## config.mk

```make
export PLATFORM = sky130hd
export DESIGN_NAME = dmem_port_arbiter
export DESIGN_NICKNAME = d
export VERILOG_FILES = /design/src/rtl/dmem_port_arbiter_pkg.sv /design/src/rtl/rr_arbiter2.sv /design/src/rtl/dmem_port_arbiter.sv
export SDC_FILE = /design/constraint.sdc
export NUM_CORES = 1
export LEC_CHECK = 0
export ABC_AREA = 1
export CORE_MARGIN = 1
export CORE_UTILIZATION = 23
export DETAILED_ROUTE_END_ITERATION = 10
export GPL_TIMING_DRIVEN = 1
export PLACE_DENSITY = 0.57
export SYNTH_ARGS = -nofsm -noshare
export SYNTH_HDL_FRONTEND = slang
export SYNTH_SLANG_ARGS = --single-unit
export TNS_END_PERCENT = 5
```

## constraint.sdc

```tcl
create_clock -name clk_in -period 2.2 [get_ports clk_in]
set_clock_uncertainty 0.15 [all_clocks]
set_input_delay 0.22 -clock clk_in [delete_from_list [all_inputs] [get_ports clk_in]]
set_output_delay 0.22 -clock clk_in [all_outputs]
set_load 0.01 [all_outputs]
```

## src/rtl/dmem_port_arbiter_pkg.sv

```systemverilog
// Shared definitions for the two-port DMEM arbiter: FSM states, port
// indices and the width of the read-latency counter.
package dmem_port_arbiter_pkg;

  typedef enum logic [1:0] {
    ST_IDLE   = 2'd0,
    ST_ACCESS = 2'd1,
    ST_RESP   = 2'd2
  } arb_state_e;

  localparam logic P_CPU = 1'b0;
  localparam logic P_DBG = 1'b1;

  // Wide enough for RD_LAT values 0..7.
  localparam int LAT_CNT_W = 3;

endpackage

```

## src/rtl/rr_arbiter2.sv

```systemverilog
// Two-way round-robin picker. Purely combinational; the caller owns the
// last_grant register and updates it when a grant is actually taken.
module rr_arbiter2 (
  input  logic [1:0] req,
  input  logic       last_grant,
  output logic       grant_valid,
  output logic       grant_idx
);

  always_comb begin
    grant_valid = |req;
    grant_idx   = 1'b0;
    case (req)
      2'b01:   grant_idx = 1'b0;
      2'b10:   grant_idx = 1'b1;
      // On a tie the port that did not win last time goes next.
      2'b11:   grant_idx = ~last_grant;
      default: grant_idx = 1'b0;
    endcase
  end

endmodule

```

## src/rtl/dmem_port_arbiter.sv

```systemverilog
// Shares the single-ported DMEM between the CPU load/store path (port 0) and
// the debug/DMA loader (port 1); one access at a time, IDLE -> ACCESS -> RESP.
module dmem_port_arbiter
  import dmem_port_arbiter_pkg::*;
#(
  parameter int ADDR_W = 32,
  parameter int DATA_W = 32,
  parameter int DEPTH  = 1024,
  parameter int RD_LAT = 0
) (
  input  logic              clk_in,
  input  logic              reset,
  input  logic              m0_req,
  input  logic              m0_we,
  input  logic [ADDR_W-1:0] m0_addr,
  input  logic [DATA_W-1:0] m0_wdata,
  output logic [DATA_W-1:0] m0_rdata,
  output logic              m0_ack,
  output logic              m0_err,
  input  logic              m1_req,
  input  logic              m1_we,
  input  logic [ADDR_W-1:0] m1_addr,
  input  logic [DATA_W-1:0] m1_wdata,
  output logic [DATA_W-1:0] m1_rdata,
  output logic              m1_ack,
  output logic              m1_err,
  output logic              cpu_stall,
  output logic              busy,
  output logic              CS,
  output logic              DM_R,
  output logic              DM_W,
  output logic [ADDR_W-1:0] DMEMaddr,
  output logic [DATA_W-1:0] dm_wdata,
  input  logic [DATA_W-1:0] DMEMdata
);

  // One extra bit so DEPTH*4 is representable even when it equals 2**ADDR_W.
  localparam logic [ADDR_W:0] ADDR_LIMIT = (ADDR_W+1)'(DEPTH * 4);

  arb_state_e           state, state_nxt;
  logic                 last_grant;
  logic                 grant_valid, grant_idx;
  logic                 sel_we, sel_err;
  logic [ADDR_W-1:0]    sel_addr;
  logic [DATA_W-1:0]    sel_wdata;
  logic                 lat_port, lat_we, lat_err;
  logic [ADDR_W-1:0]    lat_addr;
  logic [DATA_W-1:0]    lat_wdata;
  logic [LAT_CNT_W-1:0] lat_cnt;
  logic                 access_done;
  logic [DATA_W-1:0]    rdata0, rdata1;

  rr_arbiter2 u_rr (
    .req         ({m1_req, m0_req}),
    .last_grant  (last_grant),
    .grant_valid (grant_valid),
    .grant_idx   (grant_idx)
  );

  always_comb begin
    sel_we    = (grant_idx == P_DBG) ? m1_we    : m0_we;
    sel_addr  = (grant_idx == P_DBG) ? m1_addr  : m0_addr;
    sel_wdata = (grant_idx == P_DBG) ? m1_wdata : m0_wdata;
    sel_err   = ({1'b0, sel_addr} >= ADDR_LIMIT) || (sel_addr[1:0] != 2'b00);
  end

  // Writes take a single ACCESS cycle; reads hold DM_R for RD_LAT+1 cycles.
  assign access_done = lat_we || (lat_cnt == LAT_CNT_W'(RD_LAT));

  always_comb begin
    state_nxt = state;
    unique case (state)
      ST_IDLE:   if (grant_valid) state_nxt = sel_err ? ST_RESP : ST_ACCESS;
      ST_ACCESS: if (access_done) state_nxt = ST_RESP;
      ST_RESP:   state_nxt = ST_IDLE;
      default:   state_nxt = ST_IDLE;
    endcase
  end

  always_ff @(posedge clk_in or negedge reset) begin
    if (!reset) state <= ST_IDLE;
    else        state <= state_nxt;
  end

  // Grant-time capture of the winning request; later input changes are ignored.
  always_ff @(posedge clk_in or negedge reset) begin
    if (!reset) begin
      last_grant <= P_DBG;
      lat_port   <= P_CPU;
      lat_we     <= 1'b0;
      lat_err    <= 1'b0;
      lat_addr   <= '0;
      lat_wdata  <= '0;
      lat_cnt    <= '0;
      rdata0     <= '0;
      rdata1     <= '0;
    end else if (state == ST_IDLE && grant_valid) begin
      last_grant <= grant_idx;
      lat_port   <= grant_idx;
      lat_we     <= sel_we;
      lat_err    <= sel_err;
      lat_addr   <= sel_addr;
      lat_wdata  <= sel_wdata;
      lat_cnt    <= '0;
      if (sel_err && !sel_we) begin
        if (grant_idx == P_DBG) rdata1 <= '0;
        else                    rdata0 <= '0;
      end
    end else if (state == ST_ACCESS && !lat_we) begin
      if (access_done) begin
        if (lat_port == P_DBG) rdata1 <= DMEMdata;
        else                   rdata0 <= DMEMdata;
      end else begin
        lat_cnt <= lat_cnt + LAT_CNT_W'(1);
      end
    end
  end

  // DMEM controls are decoded from state so reset drops them immediately.
  always_comb begin
    CS       = 1'b0;
    DM_R     = 1'b0;
    DM_W     = 1'b0;
    DMEMaddr = '0;
    dm_wdata = '0;
    m0_ack   = (state == ST_RESP) && (lat_port == P_CPU);
    m1_ack   = (state == ST_RESP) && (lat_port == P_DBG);
    m0_err   = m0_ack && lat_err;
    m1_err   = m1_ack && lat_err;
    if (state == ST_ACCESS) begin
      CS       = 1'b1;
      DMEMaddr = lat_addr;
      DM_W     = lat_we;
      DM_R     = !lat_we;
      dm_wdata = lat_we ? lat_wdata : '0;
    end
  end

  assign busy      = (state != ST_IDLE);
  assign cpu_stall = m0_req & ~m0_ack;
  assign m0_rdata  = rdata0;
  assign m1_rdata  = rdata1;

endmodule

```

After elaboration in Yosys (flattened, before gate mapping) --
Index checks and enable logic that the tools add are counted.
Storage, ports and cells: register bits after elaboration 137, output and inout bits 137, input bits 166, logic and storage cells 79
Cells by class: magnitude comparators 1, mux-type cells 29, reduce and logical (&&, ||, !) cells 23, eq/ne operators 11, bitwise logic cells 4, add/subtract/negate cells 1
Operators with widths (number):
- $mux 32 | 17
- $ge 32x13->1 const B | 1
- $reduce_and 5->1 | 2
- $reduce_bool 2->1 | 5
- $mux 3 | 3
- $ne 2x2->1 const B | 4
- $logic_and 1x1->1 | 7
- $eq 2x2->1 const B | 3
- $mux 2 | 3
- $ne 2x1->1 const B | 3
- $mux 1 | 4
- $pmux 2 s2 | 1
- $reduce_and 2->1 | 2
- $add 3x1->3 const B | 1
- $logic_not 3->1 | 1
- $not 1->1 | 3
- $eq 2x1->1 const B | 1
- $logic_not 1->1 | 2
- $logic_not 2->1 | 1
- $logic_or 1x1->1 | 2
- $pmux 1 s2 | 1
- $reduce_or 2->1 | 1
- $and 1x1->1 | 1

Depth between registers and ports, before layout --
Gate-level depths: netlist of run 1.
word-level depth 8, depth in mapped cells 14, mapped depth without buffers 12

Modules after synthesis --
A second synthesis of run 1 with hierarchy kept.
Second synthesis, totals: cells, all modules 969, area, all modules 7048.0 um2
By module, submodules not included:
- dmem_port_arbiter | instances 1, area an instance 7033.0 um2, cells each 966, sequential area each 3429.5 um2
- rr_arbiter2 | instances 1, area an instance 15.0 um2, cells each 3, sequential area each 0.0 um2

Worst setup path before layout of run 1 --
OpenSTA, ideal clock, no wires.
kind register to register, start point reg last_grant, end point reg rdata1[0], in the netlist m1_rdata[0], library setup time 0.117 ns, path slack 0.073 ns, data required time 1.933 ns, cell stages (with the launch flop) 14, period minus slack after synthesis 2.127 ns, arrival 1.859 ns, buffers on the path 4, cells stage by stage dfstp_2 > nand2_2 > nand2_2 > buf_6 > buf_6 > nand2_1 > o21ai_2 > nand2_1 > nor3_2 > nand3_2 > buf_6 > buf_6 > nand4_1 > nand2_1
On the way: longest elaborated chain between the ends 8, elaborated cells between the ends (all ways) 12, classes of those cells order compare: 1; eq/ne: 2; mux: 3; bitwise: 1; reduce/logical: 5
Ends and longest elaborated chain:
- start: declaration | RTL line dmem_port_arbiter.sv:41 | logic last_grant;
- start signal: assignment | RTL line dmem_port_arbiter.sv:98 | last_grant <= grant_idx;
- $not 1->1 * | RTL line rr_arbiter2.sv:17 | 2'b11: grant_idx = ~last_grant;
- $pmux 1 s2 * | RTL line rr_arbiter2.sv:13 | case (req)
- $mux 32 | RTL line dmem_port_arbiter.sv:62 | sel_addr = (grant_idx == P_DBG) ? m1_addr : m0_addr;
- $ge 32x13->1 or $reduce_bool 2->1 (tied branches) | RTL line dmem_port_arbiter.sv:64 | sel_err = ({1'b0, sel_addr} >= ADDR_LIMIT) || (sel_addr[1:0] != 2'b00);
- $logic_or 1x1->1 | RTL line dmem_port_arbiter.sv:64
- $logic_and 1x1->1 | RTL line dmem_port_arbiter.sv:105 | if (sel_err && !sel_we) begin
- $ne 2x1->1 (no line)
- $reduce_and 5->1 (no line) *
- end signal: assignment | RTL line dmem_port_arbiter.sv:111 | if (lat_port == P_DBG) rdata1 <= DMEMdata;
- end: declaration | RTL line dmem_port_arbiter.sv:51 | logic [DATA_W-1:0] rdata0, rdata1;
Every way passes the cells marked *; elsewhere a longest branch is shown, timed or not. A chain may end at the register's enable or synchronous reset.

Worst setup path after layout of run 1 --
start point reg last_grant, end point reg rdata0[21], in the netlist m0_rdata[21]
On the way: longest elaborated chain between the ends 8, elaborated cells between the ends (all ways) 12, classes of those cells order compare: 1; eq/ne: 2; mux: 3; bitwise: 1; reduce/logical: 5
Ends and longest elaborated chain:
- $not 1->1 * | RTL line rr_arbiter2.sv:17
- $pmux 1 s2 * | RTL line rr_arbiter2.sv:13
- $mux 32 | RTL line dmem_port_arbiter.sv:62
- $ge 32x13->1 or $reduce_bool 2->1 (tied branches) | RTL line dmem_port_arbiter.sv:64
- $logic_or 1x1->1 | RTL line dmem_port_arbiter.sv:64
- $logic_and 1x1->1 | RTL line dmem_port_arbiter.sv:105
- $ne 2x1->1 (no line)
- $reduce_and 5->1 (no line) *
- end signal: assignment | RTL line dmem_port_arbiter.sv:112 | else rdata0 <= DMEMdata;
- end: declaration | RTL line dmem_port_arbiter.sv:51
Marks and branches as above.

==> results of run 1 <==
repair_timing:
action	CTS	global route
hold buffers	1	0
setup endpoints to repair	139	128
pin swaps	6	11
endpoints found under the hold margin	43	0
gates resized for setup	113	95
gates cloned	0	6
setup buffers	0	5
metrics by stage:
stage	power, mW	utilization (%)	hold WS [ps]	worst slack [ps]
floorplan	6.74	-	-226	73.3
global placement	9.21	36.0	42.1	-423
detailed placement	9.29	36.0	41.1	-445
CTS	12.5	38.3	159	-164
global route	13.5	39.2	170	-323
finish	12.6	39.2	164	-199
registers in the layout, indices dropped and copies added (netlist names), 2 cells and up:
name	count
m1_rdata	32
lat_addr	32
lat_wdata	32
lat_cnt	3
m0_rdata	32
state	2
worst reg2reg max path, stage by stage (launching register included):
cell and delay [ps]:
dfstp_2 560, nand2_4 60, nand2_4 100, buf_12 140
buf_12 130, nand2_2 60, nand2_2 70, nand2_2 70
nor2_2 110, nand2_2 70, nor2_4 120, nand3_4 180
nand3_4 230, clkbuf_16 200, nand2_2 40, nand2_1 50
cell families after synthesis:
family / after synthesis / share of synthesized area [%]
buffers and inverters: 203 / 12.3
AND/OR/NAND/NOR: 470 / 28.9
flip-flops: 137 / 49.1
AO/OA/AOI/OAI: 117 / 9.41
adder cells (fa/ha/maj): 2 / 0.358
layer usage:
layer	up-vias	track usage [%]	routed length (µm)
met5	-	0	17
met4	2	3.70	157
met3	11	5.15	1950
met2	258	26.4	12100
met1	3424	20.3	11200
li1	3590	-	-
final timing paths:
path                       slack (ps)    startpoint           end
setup / recovery                 -200    last_grant  m0_rdata[21]
hold / removal                    160         reset  m0_rdata[16]
setup reg to reg                 -200    last_grant  m0_rdata[21]
hold reg to reg                   320  m1_rdata[27]  m1_rdata[27]
max in group asynchronous        1040         reset    last_grant
min in group clk_in               210   m0_addr[10]  lat_addr[10]
power groups by stage:
stage	Combinational [mW]	Sequential [mW]	Clock, mW
after global placement	5.02	4.18	0
after global routing	5.96	4.30	3.25
after detailed placement	5.09	4.20	0
after CTS	5.13	4.17	3.15
final	5.38	4.17	3.06
after floorplan	2.46	4.28	0
layout make-up:
type	instances	area share, %
clock buffer	17	3.64
clock inverter	15	1.75
inverter	138	4.48
multi-input combinational	589	24.9
sequential	137	29.4
tap	390	4.18
timing repair buffer	370	31.7
synth_stat cells (all sizes together) (2+ instances only):
cell type,instances
o22ai,32
nand4,64
inv,138
a21oi,4
a31oi,11
nor3,5
nand3b,14
buf,29
nand3,6
clkbuf,36
ha,2
o21ai,66
dfrtp,136
nand2,227
nor2,153
o21a,2
==> impl_metrics.tcl, run 1 <==
set metrics [dict create \
    cts.sinks 137 \
    via_per_inst 4.40 \
    internal_power_mw 7.83 \
    num_vias 7285 \
    antenna_found_initial 1 \
    multi_input_area_um2 2910 \
    diodes 0 \
    final_common_cell "clkdlybuf4s50_1" \
    synth_top_area_share_pct 48.7 \
    syn_nets 1097 \
    track_usage_pct 16.0 \
    cp_common_cell "nand2_2" \
    cts_root_buffer "clkbuf_16" \
    critPathCaptureType "register" \
    dieHeight_um 176 \
    arrival_ps 2600 \
    ys_warn_count 0 \
    die-area_um2 31100 \
    synth-async-reset-ratio_pct 100 \
    clkPwrFrac_pct 24.2 \
    relSlewSlack_pct 68.1 \
    area_delta_synth_final_pct 67.0 \
    peakVddDrop_mv 0.435 \
    grt_max_degree 62 \
    h-tree-depth 4 \
    p_sw_mw 4.77 \
    place_area_um2 10700 \
    maxSlewViolCount 0 \
    setup_violations 65 \
    dr.pass1.iters 4 \
    yosysSeqAreaShare_pct 49.1 \
    swShare_pct 37.9 \
    place_congestion 0.795 \
    cp_data_required_time_ps 2400 \
    yosys-top-cells-area "dfrtp_1, nand2_1, nor2_1, inv_1, nand4_1" \
    grt_pass1_vias 7179 \
    clk_path_buf_depth 2 \
    worst-path-max-fanout 7 \
    drt.antenna.violating_nets 0 \
    synth_ff_type "dfrtp_1" \
    crit_cells 15 \
    power_frac_comb_pct 42.7 \
    final_net_count 1421 \
    layoutNonFillerInstCount 1656 \
    ioPinCount 303 \
    violations "negative setup slack" \
    status "complete, but fails checks" \
    drc 0 \
    yosysUniqueCellTypes 31 \
    portBuffers 302 \
    clk_pin_slew_worst_paths_ps 70 \
    hold_path_class "input port to asynchronous set/reset pin" \
    setup-tns-final_ps -8880 \
    final_cell_mix "clkdlybuf4s50_1, nand2_1, nor2_1, dfrtp_1, inv_1" \
    avgSynthCellArea_um2 7.52 \
    fin_area_um2 11700 \
    period_needed_ps 2400 \
    cap_violations 0 \
    cpMaxStageDelayCell "dfstp_2" \
    synth_seq_cells 137 \
    rsz0062_at_grt "true" \
    drt-initial-drc-count 387 \
    p_leak_nw 6.03 \
    timing.final.crit_share_pct 109 \
    max_freq_mhz 417 \
    slowest_delay_ps 560 \
    setup_slack_ps -199 \
    hold_viol 0 \
    critPathKind "register to register" \
    rr_worst_depth 15 \
    netlist_area_um2 6990 \
    dp_hpwl_mm 18.0 \
    power.density_nw_per_um2 1080 \
    cts_tree "built" \
    grt_pass1_wl_mm 39.0 \
    coreArea_um2 29800 \
    worst_pin_slew_ps 478 \
    worstSkewPairLatency_ps 410 \
    core.rowCount 63 \
    cpLargestDelayFamily "simple AND/OR/NAND/NOR gates" \
    power_frac_seq_pct 33.1 \
    synth-edff-count 0 \
    path_buf_inv 3 \
    crit_chain "nand2_4, nand2_4, buf_12, buf_12, nand2_2, nand2_2, nand2_2, nor2_2, nand2_2, nor2_4, nand3_4, nand3_4, clkbuf_16, nand2_2, nand2_1" \
    cts_made_buffers 17 \
    routedWlPerCell_um 15.4 \
    drt-total-wl_mm 25.5 \
    netlist_instances 929 \
    synth_top_area_cell "dfrtp_1" \
    die_w_um 176 \
    drive_gt1_share_pct 14.7 \
    final-seq-area_um2 3430 \
    placed_cells 1612 \
    initial_core_util_pct 23.5 \
    grt_remaining_overflow 0 \
    fillers 3108 \
    start_kind "register" \
]
No activity file was read; power rests on OpenSTA's default activity.
==> run 2, diff against run 1 <==
Settings changed: CORE_ASPECT_RATIO set to 1.2, DONT_BUFFER_PORTS set to 1, PLACE_DENSITY 0.57 to 0.43.
==> impl_metrics.tcl, run 2 (synthesized netlist as in run 1, its figures left out) <==
set metrics [dict create \
    hold_ws_ps -657 \
    fin_area_um2 10100 \
    worst_pin_slew_ps 632 \
    fillers 3150 \
    routedWlPerCell_um 15.8 \
    ioPinCount 303 \
    clk_pin_slew_worst_paths_ps 60 \
    cp_data_required_time_ps 2360 \
    power.total_mw 11.6 \
    die-area_um2 31100 \
    initial_core_util_pct 23.5 \
    final_net_count 1277 \
    clk_path_buf_depth 2 \
    final_cell_mix "nand2_1, dlygate4sd3_1, nor2_1, inv_1, dfrtp_1" \
    num_vias 6776 \
    cts.sinks 137 \
    drt.antenna.violating_nets 0 \
    drive_gt1_share_pct 13.1 \
    place_area_um2 7900 \
    antenna_found_initial 0 \
    worst-path-max-fanout 66 \
    relSlewSlack_pct 57.5 \
    peakVddDrop_mv 0.463 \
    setup-tns-final_ps -5560 \
    start_kind "register" \
    period_needed_ps 2320 \
    grt_pass1_wl_mm 37.1 \
    dp_hpwl_mm 15.3 \
    violations "negative hold slack, negative setup slack" \
    dr.pass1.iters 5 \
    critPathCaptureType "register" \
    final_common_cell "nand2_1" \
    grt_remaining_overflow 0 \
    timing.final.crit_share_pct 105 \
    drt-total-wl_mm 23.9 \
    power.density_nw_per_um2 1150 \
    rsz0062_at_grt "true" \
    hold_path_class "input port to asynchronous set/reset pin" \
    p_leak_nw 5.07 \
    cts_tree "built" \
    setup_slack_ps -119 \
    hold_viol 137 \
    die_w_um 161 \
    grt_max_degree 138 \
    cts_made_buffers 17 \
    maxSlewViolCount 0 \
    track_usage_pct 15.2 \
    place_congestion 0.777 \
    core.rowCount 69 \
    status "complete, but fails checks" \
    cts_root_buffer "clkbuf_16" \
    max_freq_mhz 431 \
    cap_violations 0 \
    coreArea_um2 29800 \
    postCtsHoldBufs 142 \
    h-tree-depth 4 \
    drt-initial-drc-count 416 \
    worstSkewPairLatency_ps 420 \
    dieHeight_um 193 \
    grt_pass1_vias 6913 \
    via_per_inst 4.48 \
    setup_violations 65 \
    diodes 0 \
    critPathKind "register to register" \
    area_delta_synth_final_pct 44.3 \
    portBuffers 0 \
    drc 0 \
    arrival_ps 2480 \
    place_ws_ps -293 \
]
-- run 2: changes by cell type in the layout (fill, tap and decap cells not counted), sizes merged, moves of 5 or more --
cell | before | now
dlygate4sd3 | 1 | 142
dlymetal6s2s | 16 | 0
inv | 145 | 139
buf | 73 | 84
dlygate4sd2 | 25 | 0
clkdlybuf4s50 | 229 | 0
clkdlybuf4s15 | 5 | 0
clkbuf | 38 | 20
-- run 2: routing by layer --
layer  GRT usage (%)  up-vias  wire length, µm
li1                -     3300                -
met1            18.6     3184            10500
met2            25.3      253            11400
met3            3.96       39             1500
met4            6.39        0              560
met5               0        -                0
-- run 2: report_power, final --
part           total, mW  switching (mW)  internal (mW)  leakage (nW)
Combinational       3.85            2.32           1.53          3.05
Sequential          4.49           0.873           3.62          1.70
Clock               3.24            1.17           2.07         0.316
-- run 2: worst paths after layout --
path                                endpoint  slack (ps)         start  cells past startpoint
worst max-delay path            m1_rdata[29]        -120    last_grant                     11
worst min-delay path             m0_rdata[6]        -660         reset                      0
worst max register to register  m1_rdata[29]        -120    last_grant                     11
worst min register to register  lat_addr[24]         330  lat_addr[24]                      2
max in group asynchronous         last_grant        2220         reset                      0
min in group clk_in             lat_addr[30]          20        m1_req                      4
-- run 2: repair_timing --
action                                  CTS  global route
gates resized for setup                  15            13
pin swaps                                 0             1
buffers inserted                          0             1
hold endpoints to repair                261           137
endpoints found under the setup margin  101           100
-- run 2: through the flow --
step | instances | util [%] | hold slack (ps)
floorplan | 929 | - | -226
global placement | 1337 | 26.5 | -220
detailed placement | 1337 | 26.5 | -221
CTS | 1510 | 33.7 | -681
global route | 1511 | 33.9 | -683
finish | 1511 | 33.9 | -657
-- run 2: area by class of cell --
class	instances	area, µm²	area share, %
flip-flops and latches	137	3430	34.0
clock buffers	20	457	4.53
clock inverters	11	194	1.92
well taps	390	488	4.84
repair buffers	226	2190	21.7
multi-input cells	589	2810	27.8
inverters	138	520	5.16
-- run 2: critical path, stage by stage (launching register included) --
cell,delay (ps)
dfstp_2,530
nand2_2,70
nand2_4,120
buf_8,160
nand2_1,50
o21ai_1,130
nand3_2,130
nor3_4,270
nand3_4,140
buf_12,210
nand4_1,120
nand2_1,60
